## src/rtl/mips_defs_pkg.sv

```systemverilog
// rtl/mips_defs_pkg.sv - shared MIPS pipeline constants and fetch-window helper
package mips_defs_pkg;

    localparam logic [31:0] PC_RESET_DEF = 32'h0000_3000;
    localparam int          IM_AW_DEF    = 10;
    localparam logic [31:0] NOP_DEF      = 32'h0000_0000;

    // Exception code reported for an instruction-fetch address error (AdEL).
    localparam logic [4:0]  EXC_IF_FETCH = 5'd4;

    // A fetch faults when the PC is not word aligned or lies outside the
    // instruction-memory window that contains the reset PC.
    function automatic logic fetch_fault(input logic [31:0] pc,
                                         input logic [31:0] base,
                                         input int          aw);
        logic [31:0] pc_hi;
        logic [31:0] base_hi;
        pc_hi   = pc >> (aw + 2);
        base_hi = base >> (aw + 2);
        return (pc[1:0] != 2'b00) || (pc_hi != base_hi);
    endfunction

endpackage

```

## src/rtl/pc_reg.sv

```systemverilog
// rtl/pc_reg.sv - fetch PC register with stall/redirect selection and fault check
//
// Ports:
//   clk, reset       clock, synchronous active-low reset
//   stall            hold the PC
//   redirect, target load target instead of pc+4 (ignored while stalled)
//   pc               current fetch PC
//   fault            current PC is misaligned or outside the fetch window
module pc_reg
    import mips_defs_pkg::*;
#(
    parameter logic [31:0] PC_RESET = PC_RESET_DEF,
    parameter int          IM_AW    = IM_AW_DEF
) (
    input  logic        clk,
    input  logic        reset,
    input  logic        stall,
    input  logic        redirect,
    input  logic [31:0] target,
    output logic [31:0] pc,
    output logic        fault
);

    always_ff @(posedge clk) begin
        if (!reset) begin
            pc <= PC_RESET;
        end else if (!stall) begin
            // A redirect seen during a stall is dropped; D re-asserts it later.
            pc <= redirect ? target : pc + 32'd4;
        end
    end

    assign fault = fetch_fault(pc, PC_RESET, IM_AW);

endmodule

```

## src/rtl/if_stage.sv

```systemverilog
// rtl/if_stage.sv - MIPS instruction-fetch stage with IF/ID register and fetch counter
//
// Ports:
//   clk, reset        clock, synchronous active-low reset
//   stall             hold PC and IF/ID
//   flush             clear IF/ID to NOP / valid 0 on next edge
//   redirect, target  branch/jump redirect of the fetch PC
//   im_addr, im_instr combinational instruction-memory read port
//   pc_f              current fetch PC
//   instr_d, pc_d, pc8_d, valid_d, fault_d   IF/ID register contents
//   fetch_cnt         number of valid instructions loaded into IF/ID
module if_stage
    import mips_defs_pkg::*;
#(
    parameter logic [31:0] PC_RESET = PC_RESET_DEF,
    parameter int          IM_AW    = IM_AW_DEF,
    parameter logic [31:0] NOP      = NOP_DEF
) (
    input  logic             clk,
    input  logic             reset,
    input  logic             stall,
    input  logic             flush,
    input  logic             redirect,
    input  logic [31:0]      target,
    output logic [IM_AW-1:0] im_addr,
    input  logic [31:0]      im_instr,
    output logic [31:0]      pc_f,
    output logic [31:0]      instr_d,
    output logic [31:0]      pc_d,
    output logic [31:0]      pc8_d,
    output logic             valid_d,
    output logic             fault_d,
    output logic [31:0]      fetch_cnt
);

    logic fault_f;

    pc_reg #(
        .PC_RESET (PC_RESET),
        .IM_AW    (IM_AW)
    ) u_pc_reg (
        .clk      (clk),
        .reset    (reset),
        .stall    (stall),
        .redirect (redirect),
        .target   (target),
        .pc       (pc_f),
        .fault    (fault_f)
    );

    assign im_addr = pc_f[IM_AW+1:2];

    // Redirect never touches IF/ID: the instruction in F is the delay slot.
    // Flush wins over stall so a squashed slot cannot linger while PC holds.
    always_ff @(posedge clk) begin
        if (!reset) begin
            instr_d   <= NOP;
            pc_d      <= PC_RESET;
            pc8_d     <= PC_RESET + 32'd8;
            valid_d   <= 1'b0;
            fault_d   <= 1'b0;
            fetch_cnt <= 32'd0;
        end else if (flush) begin
            instr_d <= NOP;
            pc_d    <= pc_f;
            pc8_d   <= pc_f + 32'd8;
            valid_d <= 1'b0;
            fault_d <= 1'b0;
        end else if (!stall) begin
            instr_d <= fault_f ? NOP : im_instr;
            pc_d    <= pc_f;
            pc8_d   <= pc_f + 32'd8;
            valid_d <= ~fault_f;
            fault_d <= fault_f;
            if (!fault_f) begin
                fetch_cnt <= fetch_cnt + 32'd1;
            end
        end
    end

endmodule

```

## config.mk

```make
export PLATFORM = sky130hd
export DESIGN_NAME = if_stage
export DESIGN_NICKNAME = d
export VERILOG_FILES = /design/src/rtl/mips_defs_pkg.sv /design/src/rtl/pc_reg.sv /design/src/rtl/if_stage.sv
export SDC_FILE = /design/constraint.sdc
export NUM_CORES = 1
export LEC_CHECK = 0
export ABC_AREA = 1
export CELL_PAD_IN_SITES_DETAIL_PLACEMENT = 0
export CELL_PAD_IN_SITES_GLOBAL_PLACEMENT = 2
export CORE_MARGIN = 5
export CORE_UTILIZATION = 27
export CTS_BUF_LIST = sky130_fd_sc_hd__clkbuf_4 sky130_fd_sc_hd__clkbuf_8 sky130_fd_sc_hd__clkbuf_16
export CTS_CLUSTER_SIZE = 8
export DETAILED_ROUTE_END_ITERATION = 8
export GPL_TIMING_DRIVEN = 1
export PLACE_DENSITY_LB_ADDON = 0.08
export RECOVER_POWER = 50
export SYNTH_ARGS = -nofsm -noshare
export SYNTH_HDL_FRONTEND = slang
export SYNTH_SLANG_ARGS = --single-unit
```

## constraint.sdc

```tcl
create_clock -name clk -period 3.5 [get_ports clk]
set_input_delay 0.7 -clock clk [delete_from_list [all_inputs] [get_ports clk]]
set_output_delay 0.7 -clock clk [all_outputs]
set_load 0.05 [all_outputs]
```

# Word-level counts from Yosys, hierarchy flattened
# Index checks and enable logic that the tools add are counted.
dict set report classes {
  muxes 6
  eq_ne 2
  n_addsub 3
  n_reduce_logical 4
  bitwise 4
}
# cell n
set ops {}
lappend ops {{32-bit 2-to-1 mux} 6}
lappend ops {{32-bit by 1-bit adder with 32-bit output (second input constant)} 1}
lappend ops {{32-bit by 3-bit adder with 32-bit output (second input constant)} 1}
lappend ops {{32-bit by 4-bit adder with 32-bit output (second input constant)} 1}
lappend ops {{20-bit by 2-bit inequality test with 1-bit output (second input constant)} 1}
lappend ops {{1-bit inverter} 4}
lappend ops {{3-bit AND reduction} 1}
lappend ops {{2-bit by 1-bit inequality test with 1-bit output (second input constant)} 1}
lappend ops {{2-bit nonzero test} 1}
lappend ops {{2-bit OR reduction} 1}
lappend ops {{1-bit logical OR} 1}
dict set report word_totals {
  in_bits 69
  ff_bits 162
  wordCells 26
}

# Logic depth before layout (Yosys ltp)
# Gate-level depths: netlist of the first run.
dict set report logic_depth {
  depth_word 4
  ltp_mapped 11
}

# By module
# A second synthesis of the first run with hierarchy kept.
dict set report hier_totals {
  hier_cells 1273
  area_unflattened_um2 8320.5
}
# module seq_area_each_um2 cells_per_inst area_each_um2 n_inst
set by_module_without_submodules {}
lappend by_module_without_submodules {if_stage 2542.4 902 6008.3 1}
lappend by_module_without_submodules {pc_reg 640.6 371 2312.2 1}

# Least setup slack after synthesis of the first run
# No wires, ideal clock.
dict set report synth_timing {
  path_type {flip-flop to flip-flop}
  start {register u_pc_reg.pc[4]}
  end {register pc8_d[25]}
  required_ns 3.390
  period_less_slack_ns 2.009
  path_slack_ns 1.491
  stages_incl_launch_ff 11
  t_arrival_ns 1.899
  cell_sequence {dfxtp_1 > ha_1 > inv_1 > nor2_4 > nand2_2 > nor2_4 > nand2_1 > o21ai_1 > nand3_1 > nand2_1 > inv_1}
}
dict set report synth_via {
  elab_chain_cells 3
}
# element line_no
set synth_rtl {}
lappend synth_rtl {{start, declared} pc_reg.sv:20} ;# output logic [31:0] pc,
lappend synth_rtl {{start signal, assigned} pc_reg.sv:29} ;# pc <= redirect ? target : pc + 32'd4;
lappend synth_rtl {{32-bit by 4-bit adder with 32-bit output (*)} {if_stage.sv:66, if_stage.sv:72}}
lappend synth_rtl {{32-bit 2-to-1 mux} if_stage.sv:69} ;# end else if (!stall) begin
lappend synth_rtl {{32-bit 2-to-1 mux (*)} if_stage.sv:63} ;# end else if (flush) begin
lappend synth_rtl {{end signal, assigned} if_stage.sv:59} ;# pc8_d <= PC_RESET + 32'd8;
lappend synth_rtl {{end signal, assigned} if_stage.sv:66} ;# pc8_d <= pc_f + 32'd8;
lappend synth_rtl {{end signal, assigned} if_stage.sv:72} ;# pc8_d <= pc_f + 32'd8;
lappend synth_rtl {{end, declared} if_stage.sv:30} ;# output logic [31:0] pc8_d,
# Every way passes the cells marked *; elsewhere a longest branch is shown, timed or not. The select of a mux whose other input is x is not followed.
# A chain may end at the register's enable or synchronous reset.

# Final worst setup path of the first run
dict set report layout_timing {
  start {input port flush}
  end {register fetch_cnt[26]}
}
dict set report layout_via {
  elab_chain_cells 2
}
# element line_no
set layout_rtl {}
lappend layout_rtl {{start, declared} if_stage.sv:22} ;# input logic flush,
lappend layout_rtl {{1-bit inverter (no line)} -}
lappend layout_rtl {{3-bit AND reduction (no line)} -}
lappend layout_rtl {{end signal, assigned} if_stage.sv:76} ;# fetch_cnt <= fetch_cnt + 32'd1;
lappend layout_rtl {{end, declared} if_stage.sv:33} ;# output logic [31:0] fetch_cnt
# No other way between the ends.

==> qor.csv, run 1 <==
metric;value;unit
status;finished with violations;
failing checks;max-capacitance violations, max-slew violations;
post_cts resized;0;
clock buffer depth;2;
routed vias;8629;
Setup Fix Bufs, Post-CTS;0;
antenna viol nets, final;0;
CP most frequent cell;nor2_1;
IO buf count;240;
vias in the first global route;8489;
htree depth;4;
Clock transition at path regs;0.07;ns
Worst Setup Path Type;in2reg;
crit path time final;2.71;ns
clock power share;0.430;
dpl hpwl;23.3;mm
library cells used by synthesis;33;
Adder-Cell Fraction of Synth Area;0.00462;
first-pass GRT wire length;50.1;mm
Crit-path slowest cell;nor2_1;
fin crit share;0.775;
crit-path cells;dlygate4sd3_1 -> nor2_1 -> inv_1 -> nor2_1 -> nand2_1 -> a21oi_1;
CTS tree;done;
Die Wd;183;um
CP Launch Type;input pin;
filler cell count;3237;
Slew @ Worst Pin;1.60;ns
combinational share of power;0.164;
Synth warnings;0;
Max Slew Vio Count;34;
Die Ht;183;um
post-synthesis mux area share;0;
Seq pwr share;0.406;
post-DR vias/cell;4.67;
switching share of power;0.289;
Ports;241;
setup_tns;0;ns
Worst Path Required;3.86;ns
complex-gate fraction of the synthesized area;0.138;
num rows;63;
Non-Filler Instances;1849;
Hold WC Path Type;reg2reg;
net switching power;1.40;mW
TritonCTS buffer count;17;
Static Leakage;4.25;nW
RSZ-0062 raised after global routing;false;
total core area;29600;um^2
maximum VDD drop;281;uV
Worst EP arrival;3.08;ns
Starting DRT DRC Count;513;
1st-pass router iterations;6;
Pwr Total;4.84;mW
Net count, final;1520;
Max-slew headroom;-0.0677;
initial antenna violation count;1;
main combinational cell family by area after synthesis;simple AND/OR/NAND/NOR gates;
synthesized instance count;1255;
post-synth net total;1327;
ANT cells;0;
largest net degree at the start of global routing;68;
FF+latch count, synth;159;
clock root buffer;clkbuf_16;
Power Density;428;nW/um^2
max-cap viol count;1;
routability cong.;0.851;
final setup fails;0;
clk_lat worst skew;0.43;ns
Simple-Gate Fraction of Synth Area;0.361;
Post-Syn Area;8120;um^2
Slowest Stage Delay on Critical Path;1.00;ns
Initial Utilization;0.274;
total gr overflow;0;
Layout Skew;0.0137;ns
Syn Area/Cell;6.47;um^2
hold_ws;0.459;ns
xor-xnor portion of the synthesized cell area;0.0173;
CP endpoint kind;flip-flop;
drt drc;0;
# clock sinks;159;
Placed Cells incl. Taps;1819;
f_max;0.369;GHz
full die area;33600;um^2
post-cts hold buffer count;0;
GRT Resource Usage Total;0.189;
fraction of layout cells with a size suffix above 1;0.0411;
Place WS;0.925;ns
Int Pwr;3.44;mW
CP Max Fanout;17;
Post-Route WL;31.9;mm
fraction of the yosys area taken by sequential cells;0.392;
setup ws final;0.789;ns
drt wl/cell;17.3;um
Hold Vio Cnt, Final;0;
P&R area growth vs syn;39.2;%
-- metal layers --
metal | global-route usage | vias to the layer above | part of all wire
met5 | 0 | - | 0.00041
met4 | 0.0378 | 2 | 0.0097
met3 | 0.0501 | 17 | 0.067
met2 | 0.294 | 225 | 0.44
met1 | 0.265 | 3968 | 0.48
li1 | - | 4417 | -
-- area by class of cell --
type	count	area [um^2]	area share
Multi-Input combinational cell	934	4190	0.371
Clock inverter	10	186	0.0165
Inverter	86	323	0.0285
Timing Repair Buffer	250	2480	0.220
Clock buffer	20	454	0.0402
Tap cell	390	488	0.0432
Sequential cell	159	3180	0.281
-- cell usage after synthesis, drive strengths merged --
master / instances / area share
a22oi: 1 / 0.00092
clkinv: 1 / 0.00046
nand2: 379 / 0.18
xnor2: 2 / 0.0022
o221ai: 1 / 0.0011
nor3: 11 / 0.0068
o21a: 1 / 0.00092
nand4: 2 / 0.0023
nor2: 187 / 0.098
a211oi: 3 / 0.0028
dfxtp: 159 / 0.39
clkbuf: 29 / 0.013
ha: 3 / 0.0046
xor2: 14 / 0.015
buf: 47 / 0.034
inv: 85 / 0.039
nor4: 1 / 0.00077
nand3b: 13 / 0.012
o21ai: 76 / 0.047
a21oi: 127 / 0.078
o211ai: 5 / 0.0046
a31oi: 1 / 0.00077
nand3: 105 / 0.065
o2111ai: 2 / 0.0022
-- path summary, 6_finish.rpt --
kind                                start                         end  slack (ns)  depth (start not counted)
min reg2reg      instr_d[19]$_SDFFE_PP0N_    instr_d[19]$_SDFFE_PP0N_        0.46                          2
min              instr_d[19]$_SDFFE_PP0N_    instr_d[19]$_SDFFE_PP0N_        0.46                          2
max reg2reg  u_pc_reg.pc[12]$_SDFFE_PN1N_  fetch_cnt[26]$_SDFFE_PN0P_        1.06                          8
max                                 flush  fetch_cnt[26]$_SDFFE_PN0P_        0.79                          6
-- cell families after synthesis --
kind of cell,Yosys count
XOR/XNOR,16
AO/OA/AOI/OAI,217
adder cells (fa/ha/maj),3
flip-flops,159
buffers and inverters,162
AND/OR/NAND/NOR,698
-- critical path: cells and delay by family --
family	cells	cell delay, ns
AND/OR/NAND/NOR	3	1.52
AO/OA/AOI/OAI	1	0.17
buffers and inverters	2	0.69
-- layout by cell type (no fill, tap or decap), drive strengths merged --
master and n:
nand2 379, clkdlybuf4s50 212, nor2 187, dfxtp 159, a21oi 127, nand3 105, inv 86, o21ai 76
dlygate4sd3 26, clkbuf 23, xor2 14, nand3b 13, nor3 11, buf 9, o211ai 5, bufinv 5
clkinv 5, a211oi 3, ha 3, o2111ai 2, xnor2 2, nand4 2, o21a 1, a31oi 1
nor4 1, a22oi 1, o221ai 1
-- metrics by stage --
step / utilization / cell area (um^2)
2_1_floorplan: - / 8120
3_3_place_gp: 0.362 / 10700
3_5_place_dp: 0.362 / 10700
4_1_cts: 0.383 / 11400
5_1_grt: 0.382 / 11300
6_report: 0.382 / 11300
-- power by group through the flow --
stage          clock network, mW  registers, mW  logic [mW]
2_1_floorplan                  0           2.20       0.294
6_report                    2.08           1.97       0.793
3_5_place_dp                   0           2.01       0.808
4_1_cts                     2.14           1.97       0.811
5_1_grt                     2.23           1.98       0.853
3_3_place_gp                   0           2.01       0.807
(Power assumes the default switching activity.)
==> inputs of run 2 (changes only) <==
--- a/config.mk
+++ b/config.mk
@@ -9,7 +9,7 @@
 export CELL_PAD_IN_SITES_DETAIL_PLACEMENT = 0
 export CELL_PAD_IN_SITES_GLOBAL_PLACEMENT = 2
 export CORE_MARGIN = 5
-export CORE_UTILIZATION = 27
+export CORE_UTILIZATION = 25
 export CTS_BUF_LIST = sky130_fd_sc_hd__clkbuf_4 sky130_fd_sc_hd__clkbuf_8 sky130_fd_sc_hd__clkbuf_16
 export CTS_CLUSTER_SIZE = 8
 export DETAILED_ROUTE_END_ITERATION = 8
==> constraint.sdc (replaced) <==
create_clock -name clk -period 2.5 [get_ports clk]
set_input_delay 0.5 -clock clk [delete_from_list [all_inputs] [get_ports clk]]
set_output_delay 0.5 -clock clk [all_outputs]
set_load 0.05 [all_outputs]
==> qor.csv, run 2 (synthesis results as in run 1) <==
metric;value;unit
num rows;66;
Setup Fix Bufs, Post-CTS;0;
post-DR vias/cell;4.52;
initial antenna violation count;2;
Slew @ Worst Pin;1.07;ns
Clock transition at path regs;0.07;ns
crit path time final;2.43;ns
Ports;241;
most frequent cells in the layout;375 x nand2_1, 175 x clkdlybuf4s50_1, 172 x nor2_1;
maximum VDD drop;475;uV
fin crit share;0.971;
clk_lat worst skew;0.44;ns
status;complete, no violations;
dpl hpwl;24.4;mm
routed vias;8667;
Pwr Total;6.59;mW
antenna viol nets, final;0;
Die Ht;190;um
1st-pass router iterations;5;
Worst EP arrival;1.93;ns
CTS tree;done;
vias in the first global route;8506;
Storage cell area;3180;um^2
total placed instance area;10900;um^2
full die area;36200;um^2
total gr overflow;0;
Worst Setup Path Type;reg2out;
Crit-path slowest cell;clkdlybuf4s50_1;
Static Leakage;4.40;nW
fraction of layout cells with a size suffix above 1;0.0528;
routability cong.;0.784;
Worst Path Required;2.00;ns
filler cell count;3522;
IO buf count;240;
first-pass GRT wire length;51.3;mm
Starting DRT DRC Count;469;
Hold Vio Cnt, Final;0;
total core area;32300;um^2
crit-path cells;clkdlybuf4s50_1;
most common cell after layout, fill and taps aside;nand2_1;
Net count, final;1537;
Slowest Stage Delay on Critical Path;0.89;ns
Max-slew headroom;0.288;
Power Density;577;nW/um^2
TritonCTS buffer count;17;
Initial Utilization;0.252;
drt wl/cell;17.2;um
drt drc;0;
Placed Cells incl. Taps;1888;
largest net degree at the start of global routing;63;
Hold WC Path Type;in2reg;
Layout Skew;0.00948;ns
setup_tns;0;ns
Die Wd;190;um
clock root buffer;clkbuf_16;
f_max;0.412;GHz
WP buf/inv;1;
RSZ-0062 raised after global routing;false;
final setup fails;0;
CP Max Fanout;9;
Non-Filler Instances;1919;
CP endpoint kind;output port;
area occupied by multi-input gates;4210;um^2
max-cap viol count;0;
Max Slew Vio Count;0;
Post-Route WL;33.1;mm
# clock sinks;159;
clock buffer depth;2;
htree depth;4;
CP delay by family, top;buffers and inverters;
P&R area growth vs syn;40.7;%
design area;11400;um^2
GRT Resource Usage Total;0.182;
CP Launch Type;flip-flop;
-- run 2: worst paths after layout --
| check | from | endpoint | slack (ns) | depth (start not counted) |
|---|---|---|---|---|
| worst min-delay path | reset | pc_d[12]$_SDFFE_PN1P_ | 0.37 | 2 |
| worst min register to register | instr_d[0]$_SDFFE_PP0N_ | instr_d[0]$_SDFFE_PP0N_ | 0.46 | 2 |
| worst max-delay path | u_pc_reg.pc[22]$_SDFFE_PN0N_ | pc_f[22] | 0.07 | 1 |
| worst max register to register | u_pc_reg.pc[3]$_SDFFE_PN0N_ | pc8_d[24]$_SDFFE_PN0P_ | 0.38 | 10 |
-- run 2: repair_timing --
action	4_1_cts	5_1_grt
hold buffers	0	0
endpoints found under the setup margin	0	1
gates resized for setup	0	1
-- run 2: worst register-to-register path, delay by kind of cell (launching register included) --
kind                   cells  cell delay, ns
AND/OR/NAND/NOR            6            1.04
flip-flops                 1            0.43
buffers and inverters      3            0.39
AO/OA/AOI/OAI              1            0.16
-- run 2: final cells by class --
class                   instances  share of cell area
repair buffers                267               0.225
clock buffers                  25              0.0447
well taps                     442              0.0484
inverters                      86              0.0282
multi-input cells             934               0.368
diodes                          1            0.000219
flip-flops and latches        159               0.279
clock inverters                 5             0.00701
-- run 2: power by group --
part | switching (mW) | internal, mW
Combinational | 0.747 | 0.378
Sequential | 0.119 | 2.63
Clock | 1.11 | 1.61
-- run 2: per-stage QoR --
stage          utilization  worst slack (ns)  hold WS (ns)
4_1_cts              0.356            0.0126         0.346
3_3_place_gp         0.338             0.334         0.449
3_5_place_dp         0.338             0.363         0.450
2_1_floorplan            -             0.491         0.643
5_1_grt              0.354            0.0235         0.359
6_report             0.354            0.0732         0.368
-- run 2: metal layers --
| metal | global-route usage | up-vias | share of wire |
|---|---|---|---|
| li1 | - | 4451 | - |
| met1 | 0.256 | 3986 | 0.49 |
| met2 | 0.280 | 208 | 0.44 |
| met3 | 0.0491 | 20 | 0.059 |
| met4 | 0.0434 | 2 | 0.014 |
| met5 | 0 | - | 0.00039 |
==> inputs of run 3 (changes only) <==
--- a/config.mk
+++ b/config.mk
@@ -18,4 +18,5 @@
 export RECOVER_POWER = 50
 export SYNTH_ARGS = -nofsm -noshare
 export SYNTH_HDL_FRONTEND = slang
+export SYNTH_HIERARCHICAL = 1
 export SYNTH_SLANG_ARGS = --single-unit
==> qor.csv, run 3 <==
metric;value;unit
most frequent cells in the layout;386 x nand2_1, 202 x nor2_1, 165 x clkdlybuf4s50_1;
fraction of layout cells with a size suffix above 1;0.0791;
P&R area growth vs syn;41.6;%
most common cell after layout, fill and taps aside;nand2_1;
Max-slew headroom;0.319;
flop2flop setup slack;0.20;ns
synthesized instance count;1273;
EDFF count, synth;0;
Static Leakage;4.69;nW
clock buffer depth;2;
maximum VDD drop;496;uV
initial antenna violation count;0;
fin crit share;0.968;
library cells used by synthesis;42;
Slowest Stage Delay on Critical Path;0.89;ns
# clock sinks;159;
Max Slew Vio Count;0;
dpl hpwl;25.7;mm
Die Ht;192;um
clk_lat worst skew;0.44;ns
Critical path origin;u_pc_reg/pc[7]$_SDFFE_PN0N_;
CP Depth;1;
Crit-path slowest cell;clkdlybuf4s50_1;
f_max;0.413;GHz
FF-to-FF Start;u_pc_reg/pc[24]$_SDFFE_PN0N_;
count leader, synth;nand2_1;
ANT cells;0;
Synth warnings;6;
Place WS;0.192;ns
Setup crit end;pc_f[7];
IO buf count;240;
Setup Fix Bufs, Post-CTS;0;
post-DR vias/cell;4.47;
Net count, final;1588;
Final Util;0.360;
first-pass GRT wire length;52.8;mm
Ports;241;
1st-pass router iterations;5;
Worst EP arrival;1.92;ns
total gr overflow;0;
Starting DRT DRC Count;506;
htree depth;4;
routability cong.;0.842;
Pwr Total;6.65;mW
setup ws final;0.0791;ns
Reg2Reg Depth;13;
TritonCTS buffer count;17;
Worst Setup Path Type;reg2out;
design area;11800;um^2
max-cap viol count;0;
CP delay by family, top;buffers and inverters;
num rows;66;
Hold WC Path Type;reg2reg;
total core area;32700;um^2
antenna viol nets, final;0;
clock root buffer;clkbuf_16;
Synth top cells by count;386 x nand2_1, 196 x nor2_1, 159 x dfxtp_1;
Worst Path Required;2.00;ns
Hold Vio Cnt, Final;0;
Layout Skew;0.0119;ns
Post-Syn Area;8320;um^2
Power Density;564;nW/um^2
RSZ-0062 raised after global routing;false;
CP Max Fanout;9;
post-cts hold buffer count;0;
WP buf/inv;1;
fraction of the yosys area taken by sequential cells;0.383;
CTS tree;done;
crit-path cells;clkdlybuf4s50_1;
largest net degree at the start of global routing;93;
Clock transition at path regs;0.07;ns
full die area;37000;um^2
Synth top area share;0.383;
FF+latch count, synth;159;
final setup fails;0;
routed vias;8806;
status;complete, no violations;
Post-Route WL;34.1;mm
crit path time final;2.42;ns
setup_tns;0;ns
GRT Resource Usage Total;0.185;
Synth Flop Type;dfxtp_1;
CP endpoint kind;output port;
post-synth net total;1345;
total placed instance area;11300;um^2
Initial Utilization;0.254;
Slew @ Worst Pin;1.02;ns
CP Launch Type;flip-flop;
drt drc;0;
Syn Area/Cell;6.54;um^2
vias in the first global route;8863;
Reg-to-Reg End;fetch_cnt[25]$_SDFFE_PN0P_;
area leader, netlist;dfxtp_1;
Die Wd;192;um
drt wl/cell;17.3;um
Synth async-reset ratio;0;
Synth area leaders;dfxtp_1 38%, nand2_1 17%, nor2_1 8.8%, nand3_1 5.5%, inv_1 5.3%;
## run 3: cell count changes after synthesis, moves of 10 or more
| cell | change |
|---|---|
| inv_1 | +38 |
| nand2_1 | +11 |
| nand3_1 | -13 |
| nand3b_1 | -10 |
| o21ai_0 | -16 |
| nand4_1 | +12 |
| clkbuf_1 | -13 |
| a21oi_1 | -60 |
| nor2_1 | +29 |
| xor2_1 | -10 |
## run 3: kinds of logic after synthesis
family,after synthesis,synth area share
AND/OR/NAND/NOR,759,0.400
XOR/XNOR,6,0.00632
AO/OA/AOI/OAI,165,0.112
buffers and inverters,181,0.0943
adder cells (fa/ha/maj),3,0.00451
flip-flops,159,0.383
## run 3: cell type report
type                            instances  area [um^2]
Clock buffer                           21          468
Clock inverter                         11          131
Fill cell                            3638        20900
Inverter                              125          474
Multi-Input combinational cell        933         4270
Sequential cell                       159         3180
Tap cell                              442          553
Timing Repair Buffer                  280         2700
## run 3: routing by layer
metal,routed length [um],vias to the layer above,global-route usage
met5,0,-,0
met3,1620,27,0.0365
met4,425,0,0.0453
met1,16200,4048,0.248
li1,-,4543,-
met2,15900,188,0.306
## run 3: metrics by stage
step	std cells	hold WS, ns
3_5_place_dp	1939	0.443
6_report	1971	0.458
2_1_floorplan	1273	0.643
5_1_grt	1971	0.476
4_1_cts	1971	0.458
3_3_place_gp	1939	0.444
## run 3: report_power, final
group	internal, mW	switching, mW	leakage, nW
Combinational	0.405	0.811	3.11
Clock	1.56	1.18	0.288
Sequential	2.62	0.0734	1.30
Total	4.59	2.06	4.69
## run 3: how the worst min path moves through the flow
stage                              from                  endpoint  slack (ns)  cells after the start
2_1_floorplan               im_instr[4]   instr_d[4]$_SDFFE_PP0N_        0.64                      2
3_3_place_gp      pc8_d[3]$_SDFFE_PN1P_     pc8_d[3]$_SDFFE_PN1P_        0.44                      2
3_5_place_dp      pc8_d[3]$_SDFFE_PN1P_     pc8_d[3]$_SDFFE_PN1P_        0.44                      2
4_1_cts           pc8_d[3]$_SDFFE_PN1P_     pc8_d[3]$_SDFFE_PN1P_        0.46                      2
5_1_grt        instr_d[28]$_SDFFE_PP0N_  instr_d[28]$_SDFFE_PP0N_        0.48                      2
6_report          pc8_d[3]$_SDFFE_PN1P_     pc8_d[3]$_SDFFE_PN1P_        0.46                      2
## run 3: repair_timing
action                                  in CTS  in global routing
endpoints found under the setup margin       0                  4
gates resized for setup                      0                  2
hold endpoints to repair                     0                  0
